**src/rtl/fifo_uart_tx.sv**
```systemverilog
// Drains a byte FIFO one pop at a time and serializes each byte as an 8N1 UART frame, LSB first.
// Define FIFO_UART_TX_PARITY_EN to insert an even-parity bit between the data bits and the stop bit.
module fifo_uart_tx #(
    parameter int CLKS_PER_BIT = 104,
    parameter int CNT_W        = 16
) (
    input  logic       clk,
    input  logic       reset,
    input  logic       enable,
    input  logic       emptyB,
    input  logic [7:0] rdata,
    output logic       read,
    output logic       txd,
    output logic       busy,
    output logic       frame_done
);

    localparam logic [CNT_W-1:0] CNT_MAX = CNT_W'(CLKS_PER_BIT - 1);

    typedef enum logic [2:0] {
        IDLE,
        FETCH,
        LOAD,
        START,
        DATA,
`ifdef FIFO_UART_TX_PARITY_EN
        PARITY,
`endif
        STOP
    } state_t;

    state_t           state_reg, state_next;
    logic             txd_reg, txd_next;
    logic [7:0]       shift_reg, shift_next;
    logic [CNT_W-1:0] cnt_reg, cnt_next;
    logic [2:0]       idx_reg, idx_next;
    logic             bit_end;
`ifdef FIFO_UART_TX_PARITY_EN
    logic             parity_reg, parity_next;
`endif

    always_ff @(posedge clk) begin
        if (reset) begin
            state_reg  <= IDLE;
            txd_reg    <= 1'b1;
            shift_reg  <= '0;
            cnt_reg    <= '0;
            idx_reg    <= '0;
`ifdef FIFO_UART_TX_PARITY_EN
            parity_reg <= 1'b0;
`endif
        end else begin
            state_reg  <= state_next;
            txd_reg    <= txd_next;
            shift_reg  <= shift_next;
            cnt_reg    <= cnt_next;
            idx_reg    <= idx_next;
`ifdef FIFO_UART_TX_PARITY_EN
            parity_reg <= parity_next;
`endif
        end
    end

    assign bit_end = (cnt_reg == '0);

    always_comb begin
        state_next  = state_reg;
        txd_next    = txd_reg;
        shift_next  = shift_reg;
        cnt_next    = cnt_reg;
        idx_next    = idx_reg;
`ifdef FIFO_UART_TX_PARITY_EN
        parity_next = parity_reg;
`endif

        // Every bit-timed state counts down and reloads at the bit boundary.
        if (state_reg != IDLE && state_reg != FETCH && state_reg != LOAD) begin
            cnt_next = bit_end ? CNT_MAX : cnt_reg - CNT_W'(1);
        end

        case (state_reg)
            IDLE: begin
                txd_next = 1'b1;
                if (enable && emptyB) begin
                    state_next = FETCH;
                end
            end
            FETCH: begin
                state_next = LOAD;
            end
            LOAD: begin
                // rdata is the registered output of the pop issued in FETCH.
                shift_next = rdata;
                txd_next   = 1'b0;
                cnt_next   = CNT_MAX;
`ifdef FIFO_UART_TX_PARITY_EN
                parity_next = ^rdata;
`endif
                state_next = START;
            end
            START: begin
                if (bit_end) begin
                    txd_next   = shift_reg[0];
                    idx_next   = '0;
                    state_next = DATA;
                end
            end
            DATA: begin
                if (bit_end) begin
                    if (idx_reg != 3'd7) begin
                        shift_next = {1'b0, shift_reg[7:1]};
                        txd_next   = shift_reg[1];
                        idx_next   = idx_reg + 3'd1;
                    end else begin
`ifdef FIFO_UART_TX_PARITY_EN
                        txd_next   = parity_reg;
                        state_next = PARITY;
`else
                        txd_next   = 1'b1;
                        state_next = STOP;
`endif
                    end
                end
            end
`ifdef FIFO_UART_TX_PARITY_EN
            PARITY: begin
                if (bit_end) begin
                    txd_next   = 1'b1;
                    state_next = STOP;
                end
            end
`endif
            STOP: begin
                if (bit_end) begin
                    cnt_next   = '0;
                    state_next = IDLE;
                end
            end
            default: begin
                txd_next   = 1'b1;
                state_next = IDLE;
            end
        endcase
    end

    assign read       = (state_reg == FETCH);
    assign busy       = (state_reg != IDLE);
    assign frame_done = (state_reg == STOP) && bit_end;
    assign txd        = txd_reg;

endmodule

```
**config.mk**
```make
export PLATFORM = sky130hd
export DESIGN_NAME = fifo_uart_tx
export DESIGN_NICKNAME = d
export VERILOG_FILES = /design/src/rtl/fifo_uart_tx.sv
export SDC_FILE = /design/constraint.sdc
export NUM_CORES = 1
export LEC_CHECK = 0
export ABC_AREA = 1
export CAP_MARGIN = 10
export CORE_UTILIZATION = 37
export CTS_CLUSTER_DIAMETER = 80
export CTS_CLUSTER_SIZE = 10
export DETAILED_ROUTE_END_ITERATION = 10
export PLACE_DENSITY = 0.57
export SLEW_MARGIN = 30
export SYNTH_ARGS = -nofsm -noshare
export SYNTH_HDL_FRONTEND = slang
export SYNTH_SLANG_ARGS = --single-unit
```
**constraint.sdc**
```tcl
create_clock -name clk -period 3.62 [get_ports clk]
set_clock_uncertainty 0.2 [all_clocks]
set_input_delay 0.724 -clock clk [delete_from_list [all_inputs] [get_ports clk]]
set_output_delay 0.724 -clock clk [all_outputs]
set_load 0.05 [all_outputs]
```
==> results of run 1 <==
-- per-stage QoR --
step	total power [mW]	instances	utilization, %	cell area [sq um]
5_1_grt	2.24	381	45.5	2220
6_report	2.04	381	45.5	2220
3_3_place_gp	1.78	373	43.8	2140
4_1_cts	2.06	381	45.5	2220
2_1_floorplan	1.56	296	-	1940
3_5_place_dp	1.79	373	43.8	2140
-- logic make-up (layout without fill, tap and decap cells) --
family,after synthesis,count (layout),share of synthesized area (%)
and+or+nand+nor,198,198,48.5
AOI/OAI and AO/OA,25,25,7.75
DFF,31,31,32.0
buffers and inverters,36,54,8.39
xor gates and xnor gates,3,3,1.36
adders and majority gates,3,3,1.94
-- power groups by stage --
| stage | clock [mW] | sequential, mW | combinational (mW) |
|---|---|---|---|
| 3_3_place_gp | 0 | 0.567 | 1.22 |
| 3_5_place_dp | 0 | 0.567 | 1.22 |
| 6_report | 0.262 | 0.560 | 1.22 |
| 2_1_floorplan | 0 | 0.549 | 1.01 |
| 5_1_grt | 0.285 | 0.576 | 1.38 |
| 4_1_cts | 0.274 | 0.561 | 1.22 |
-- routing by layer --
metal  vias up  part of all wire (%)  GRT usage, %
li1        963                     -             -
met1       802                    45          19.0
met2        21                    51          28.4
met3         5                   2.9          4.47
met4         0                   1.1          5.66
met5         -                     0             0
-- path summary, 6_finish.rpt --
path,endpoint,cells past startpoint
max,frame_done,5
min,txd$_SDFFE_PP1P_,2
max reg2reg,cnt_reg[14]$_SDFF_PP0_,6
min reg2reg,txd$_SDFFE_PP1P_,2
-- worst max-delay path, delay by kind of cell, from the launching register on --
kind                   cells  cell delay (ns)
and+or+nand+nor            2             0.37
DFF                        1             0.55
buffers and inverters      3             1.05
-- cell usage in the layout, fill, tap and decap left out --
cell type                         instances
sky130_fd_sc_hd__inv_1                   25
sky130_fd_sc_hd__o21ai_0                  5
sky130_fd_sc_hd__xnor2_1                  2
sky130_fd_sc_hd__inv_4                    3
sky130_fd_sc_hd__clkdlybuf4s50_1         15
sky130_fd_sc_hd__nor3_1                   3
sky130_fd_sc_hd__nand3_2                  2
sky130_fd_sc_hd__nor2_2                   5
sky130_fd_sc_hd__nand2_2                  3
sky130_fd_sc_hd__ha_1                     3
sky130_fd_sc_hd__buf_4                    1
sky130_fd_sc_hd__xor2_1                   1
sky130_fd_sc_hd__nand2_4                  5
sky130_fd_sc_hd__nor2_8                   1
sky130_fd_sc_hd__nand2_8                  1
sky130_fd_sc_hd__a21oi_1                 14
sky130_fd_sc_hd__dfxtp_1                 31
sky130_fd_sc_hd__nor2_4                   4
sky130_fd_sc_hd__nor4_1                   1
sky130_fd_sc_hd__nand4_1                  2
sky130_fd_sc_hd__o21ai_2                  5
sky130_fd_sc_hd__inv_2                    2
sky130_fd_sc_hd__o21bai_2                 1
sky130_fd_sc_hd__nand2_1                104
sky130_fd_sc_hd__clkbuf_8                 5
sky130_fd_sc_hd__nand3b_1                 1
sky130_fd_sc_hd__nand3_1                 27
sky130_fd_sc_hd__nand3_4                  1
sky130_fd_sc_hd__nor2_1                  37
sky130_fd_sc_hd__or2_0                    1
sky130_fd_sc_hd__clkinv_2                 3
-- area by class of cell --
cell class                      instances  area [sq um]  share of cell area, %
Clock inverter                          3          15.0                  0.676
Multi-Input combinational cell        229          1150                   52.0
Inverter                               30           120                   5.41
Clock buffer                            5          68.8                   3.10
Sequential cell                        31           621                   27.9
Timing Repair Buffer                   16           158                   7.10
Tap cell                               67          83.8                   3.77
==> reports/results.ini, run 1 <==
[setup_path]
reg2reg_slack_ns = 1.79
worst_setup_path_startpoint = state_reg[2]$_SDFFE_PP0P_
maximum_fanout_along_the_worst_path = 7
timing.critical_path.slowest_cell_delay_ns = 0.79
arrival_time_at_the_worst_endpoint_ns = 2.26
timing.critical_path.mode_cell = sky130_fd_sc_hd__inv_1
worst_r2r_startpoint = state_reg[2]$_SDFFE_PP0P_
end_kind = output port
worstPathRequired_ns = 2.70
timing.critical_path.cells = inv_1 > nor2_1 > nand3_1 > inv_1 > clkdlybuf4s50_1
cp-start-kind = flip-flop
worst_path_max_delay_cell = sky130_fd_sc_hd__clkdlybuf4s50_1
timing_worst_setup_path_type = flip-flop to output port

[finish]
diodes = 0
largest_register_ffs = 16
layout-area-overhead-vs-synth_pct = 14.6
layout.filler_cells = 546
finish.net_count = 328
final_layout_size_suffix_gt1_share_pct = 13.4

[die]
boundaryPins = 16
start_util_pct = 39.7
die_x_um = 74.4
die_area_sq_um = 5530
placement_rows = 25
coreArea_sq_um = 4880
die_height_um = 74.4

[grt]
antenna_violations_before_repair = 0
track_usage_pct = 16.3
globalRoute.totalOverflow = 0
vias_in_the_first_global_route = 1547
grt_start_max_net_pins = 19
grt_pass1_wl_um = 6820

[power]
switching_share_pct = 51.0
power.density_nw_per_um2 = 918
seqPwrFrac_pct = 27.5
leakage_nw = 1.05
pwr-share-clk_pct = 12.9
total_internal_power_mw = 1.00
netSwitchingPower_mw = 1.04
worst_ir_drop_vdd_mv = 0.363
share_comb_of_total_power_pct = 59.7

[timing]
timing.slew.headroom_pct = 60.2
period_needed_ns = 3.18
timing.final.setup_violations = 0
fin_crit_sh_pct = 87.9
finalHoldWorstSlack_ns = 0.268
timing.final.hold_violations = 0
tns_ns = 0
rsz0062_at_grt = false
slew_viol_final = 0
timing_worst_slew_pin_value_ns = 0.596
worst_slack_ns = 0.437
fmax_mhz = 314

[logic_synthesis]
yosysWarnings = 0
syn_area_per_cell_sq_um = 6.55
netlist-cell-type-count = 31
synth_largest_area_cell = sky130_fd_sc_hd__dfxtp_1
post_synth_inst_count = 296
synth_top_flop_cell = sky130_fd_sc_hd__dfxtp_1
synth.cell_area_sq_um = 1940
synth_commonest_cells = sky130_fd_sc_hd__nand2_1, sky130_fd_sc_hd__nor2_1, sky130_fd_sc_hd__dfxtp_1
synthesis.nets = 311
synth.most_common_cell = sky130_fd_sc_hd__nand2_1
synth_area_leaders = sky130_fd_sc_hd__dfxtp_1, sky130_fd_sc_hd__nand2_1, sky130_fd_sc_hd__nor2_1
ys_seq_area_share_pct = 32.0
post_synth_arst_share_pct = 0
synth_enable_flop_cells = 0
yosys_register_bits = 31
synth_largest_type_area_fraction_pct = 32.0

[clock_tree]
cts_tree = done
cts_hold_buffers = 0
post_cts_resize_count = 0
cts_root_buffer = sky130_fd_sc_hd__clkbuf_8
numClockSinks = 31
cts_made_buffers = 5
cts_setup_buffers = 0
htree_num_levels = 2
clk_latency_ns = 0.28
cts-root-to-sink-buffers = 2
cts.reportedPaths.clkPinSlew_ns = 0.07

[detailed_routing]
routedWlPerCell_um = 10.6
dr.first_iter.drc_count = 58
drt.antenna.violating_nets = 0
detailedRoute.firstPassIterationCount = 4
drt-total-wl_um = 4050
avgViaCountPerCell = 4.70
drcViolationCount = 0
dr_total_vias = 1791

[place]
gp_congestion = 0.852
place_ws_ns = 0.712
place.detailed.hpwl_um = 3040
numPortBuffers = 15

[job]
total_of_max_cap_violations = 0

[min_path]
hold_path.class = flip-flop to flip-flop
hp-start = txd$_SDFFE_PP1P_

[status]
run_status = finished, final reports clean

No activity file was read; power rests on OpenSTA's default activity.
==> run 2, diff against run 1 <==
- GPL_TIMING_DRIVEN: not set -> 0
==> run 2 against run 1 <==
- total power grew 2.6%
- sequential power shrank 2%
- register-to-register slack gained 0.13 ns
- setup slack is essentially flat
- cell area grew 1.9%
- non-clock buffer count grew 4
- utilization grew 0.85 points
- hold slack gained 0.0042 ns
- largest cell class unchanged
- highest routed layer unchanged
==> reports/results.ini, run 2 (synthesis gave the netlist of run 1 again) <==
[status]
run_status = finished, final reports clean

[timing]
timing_worst_slew_pin_value_ns = 0.490
timing.slew.headroom_pct = 67.3
period_needed_ns = 3.18
tns_ns = 0
fmax_mhz = 314
fin_crit_sh_pct = 87.9
finalHoldWorstSlack_ns = 0.273
slew_viol_final = 0
rsz0062_at_grt = false
timing.final.setup_violations = 0
worst_slack_ns = 0.437
timing.final.hold_violations = 0

[min_path]
hold_end = txd$_SDFFE_PP1P_
hold-path-cell-count = 2
hold_path.class = flip-flop to flip-flop
hp-start = txd$_SDFFE_PP1P_

[detailed_routing]
drcViolationCount = 0
dr.first_iter.drc_count = 70
drt.antenna.violating_nets = 0
avgViaCountPerCell = 4.64
drt-total-wl_um = 4100
dr_total_vias = 1785
detailedRoute.firstPassIterationCount = 4
routedWlPerCell_um = 10.7

[clock_tree]
numClockSinks = 31
cts_root_buffer = sky130_fd_sc_hd__clkbuf_8
post_cts_resize_count = 0
cts-root-to-sink-buffers = 2
cts_tree = done
cts.reportedPaths.clkPinSlew_ns = 0.07
cts_hold_buffers = 0
htree_num_levels = 2
cts_setup_buffers = 0
clk_latency_ns = 0.29
cts_made_buffers = 5

[die]
boundaryPins = 16
die_area_sq_um = 5530
placement_rows = 25
die_height_um = 74.4
start_util_pct = 39.7
coreArea_sq_um = 4880
die_x_um = 74.4

[finish]
final_layout_size_suffix_gt1_share_pct = 13.8
largest_register_ffs = 16
diodes = 0
layout_common_cells = sky130_fd_sc_hd__nand2_1, sky130_fd_sc_hd__nor2_1, sky130_fd_sc_hd__dfxtp_1
finish.net_count = 332
multi_input_comb_area_sq_um = 1150
layout-area-overhead-vs-synth_pct = 16.7
storage_element_area_sq_um = 621
layout_commonest_cell = sky130_fd_sc_hd__nand2_1
layout.filler_cells = 533
final_cell_area_sq_um = 2260

[setup_path]
worst_path_max_delay_cell = sky130_fd_sc_hd__clkdlybuf4s50_1
reg2reg_slack_ns = 1.92
end_kind = output port
timing_worst_setup_path_type = flip-flop to output port
timing.critical_path.cells = inv_1 > ha_1 > nand2_2 > nor2_1 > nand3_1 > inv_1 > clkdlybuf4s50_1
critPathBufInv = 3
cp-start-kind = flip-flop
timing.rr.end = idx_reg[1]$_SDFFE_PP0P_
arrival_time_at_the_worst_endpoint_ns = 2.26
worstPathRequired_ns = 2.70
maximum_fanout_along_the_worst_path = 5
worst_r2r_startpoint = cnt_reg[0]$_SDFF_PP0_
timing.critical_path.mode_cell = sky130_fd_sc_hd__inv_1
cell_count_along_the_critical_path = 7
timing.critical_path.slowest_cell_delay_ns = 0.79
critPathTopFamily = buffers and inverters
reg2reg_depth = 9

[place]
numPortBuffers = 14
place_ws_ns = 0.705
gp_congestion = 0.786
postPlaceCellArea_sq_um = 2160
place.detailed.hpwl_um = 3130

[grt]
grt_start_max_net_pins = 11
globalRoute.totalOverflow = 0
vias_in_the_first_global_route = 1666
antenna_violations_before_repair = 0
track_usage_pct = 16.7
grt_pass1_wl_um = 7080

[power]
total_power_mw = 2.09
leakage_nw = 1.07
power.density_nw_per_um2 = 924
worst_ir_drop_vdd_mv = 0.337

[job]
total_of_max_cap_violations = 0

[run 2: changes by cell type in the layout (fill, tap and decap cells not counted), sizes merged]
cell,before,now
clkdlybuf4s50,15,14
clkinv,3,0
buf,1,4
clkbuf,5,10
[run 2: metrics by stage]
stage	cells	utilization, %
after global routing	385	46.4
after floorplan	296	-
after detailed placement	377	44.3
after global placement	377	44.3
after CTS	385	46.4
final	385	46.4
[run 2: cell type report]
cell class,instances,area share [%]
Multi-Input combinational cell,229,51.1
Timing Repair Buffer,14,6.19
Sequential cell,31,27.4
Inverter,30,5.31
Clock buffer,8,4.42
Tap cell,67,3.71
Buffer,6,1.88
[run 2: worst max path at each step]
stage / start / endpoint / slack [ns]
floorplan: cnt_reg[0]$_SDFF_PP0_ / frame_done / 1.44
global placement: cnt_reg[0]$_SDFF_PP0_ / frame_done / 0.74
detailed placement: cnt_reg[0]$_SDFF_PP0_ / frame_done / 0.70
CTS: cnt_reg[0]$_SDFF_PP0_ / frame_done / 0.39
global route: cnt_reg[0]$_SDFF_PP0_ / frame_done / 0.28
finish: cnt_reg[0]$_SDFF_PP0_ / frame_done / 0.44
[run 2: power breakdown]
group | leakage (nW) | internal, mW | switching [mW]
Clock | 0.0515 | 0.174 | 0.135
Combinational | 0.766 | 0.430 | 0.802
Sequential | 0.253 | 0.455 | 0.0956
Total | 1.07 | 1.06 | 1.03
[run 2: worst register-to-register path, stage by stage, from the launching register on]
cell and delay (ns):
sky130_fd_sc_hd__dfxtp_1 0.30, sky130_fd_sc_hd__inv_1 0.10, sky130_fd_sc_hd__ha_1 0.19, sky130_fd_sc_hd__nand2_2 0.14, sky130_fd_sc_hd__nor2_2 0.20, sky130_fd_sc_hd__nand2_1 0.14, sky130_fd_sc_hd__nand2_4 0.12, sky130_fd_sc_hd__nand3_1 0.08
sky130_fd_sc_hd__nand2_1 0.08, sky130_fd_sc_hd__nor2_1 0.03
[run 2: layer usage]
| metal | track usage, % | share of wire, % | vias up |
|---|---|---|---|
| met5 | 0 | 0 | - |
| met2 | 29.1 | 48 | 15 |
| met1 | 19.7 | 49 | 788 |
| met3 | 4.07 | 2.5 | 8 |
| met4 | 6.29 | 1.5 | 0 |
| li1 | - | - | 974 |
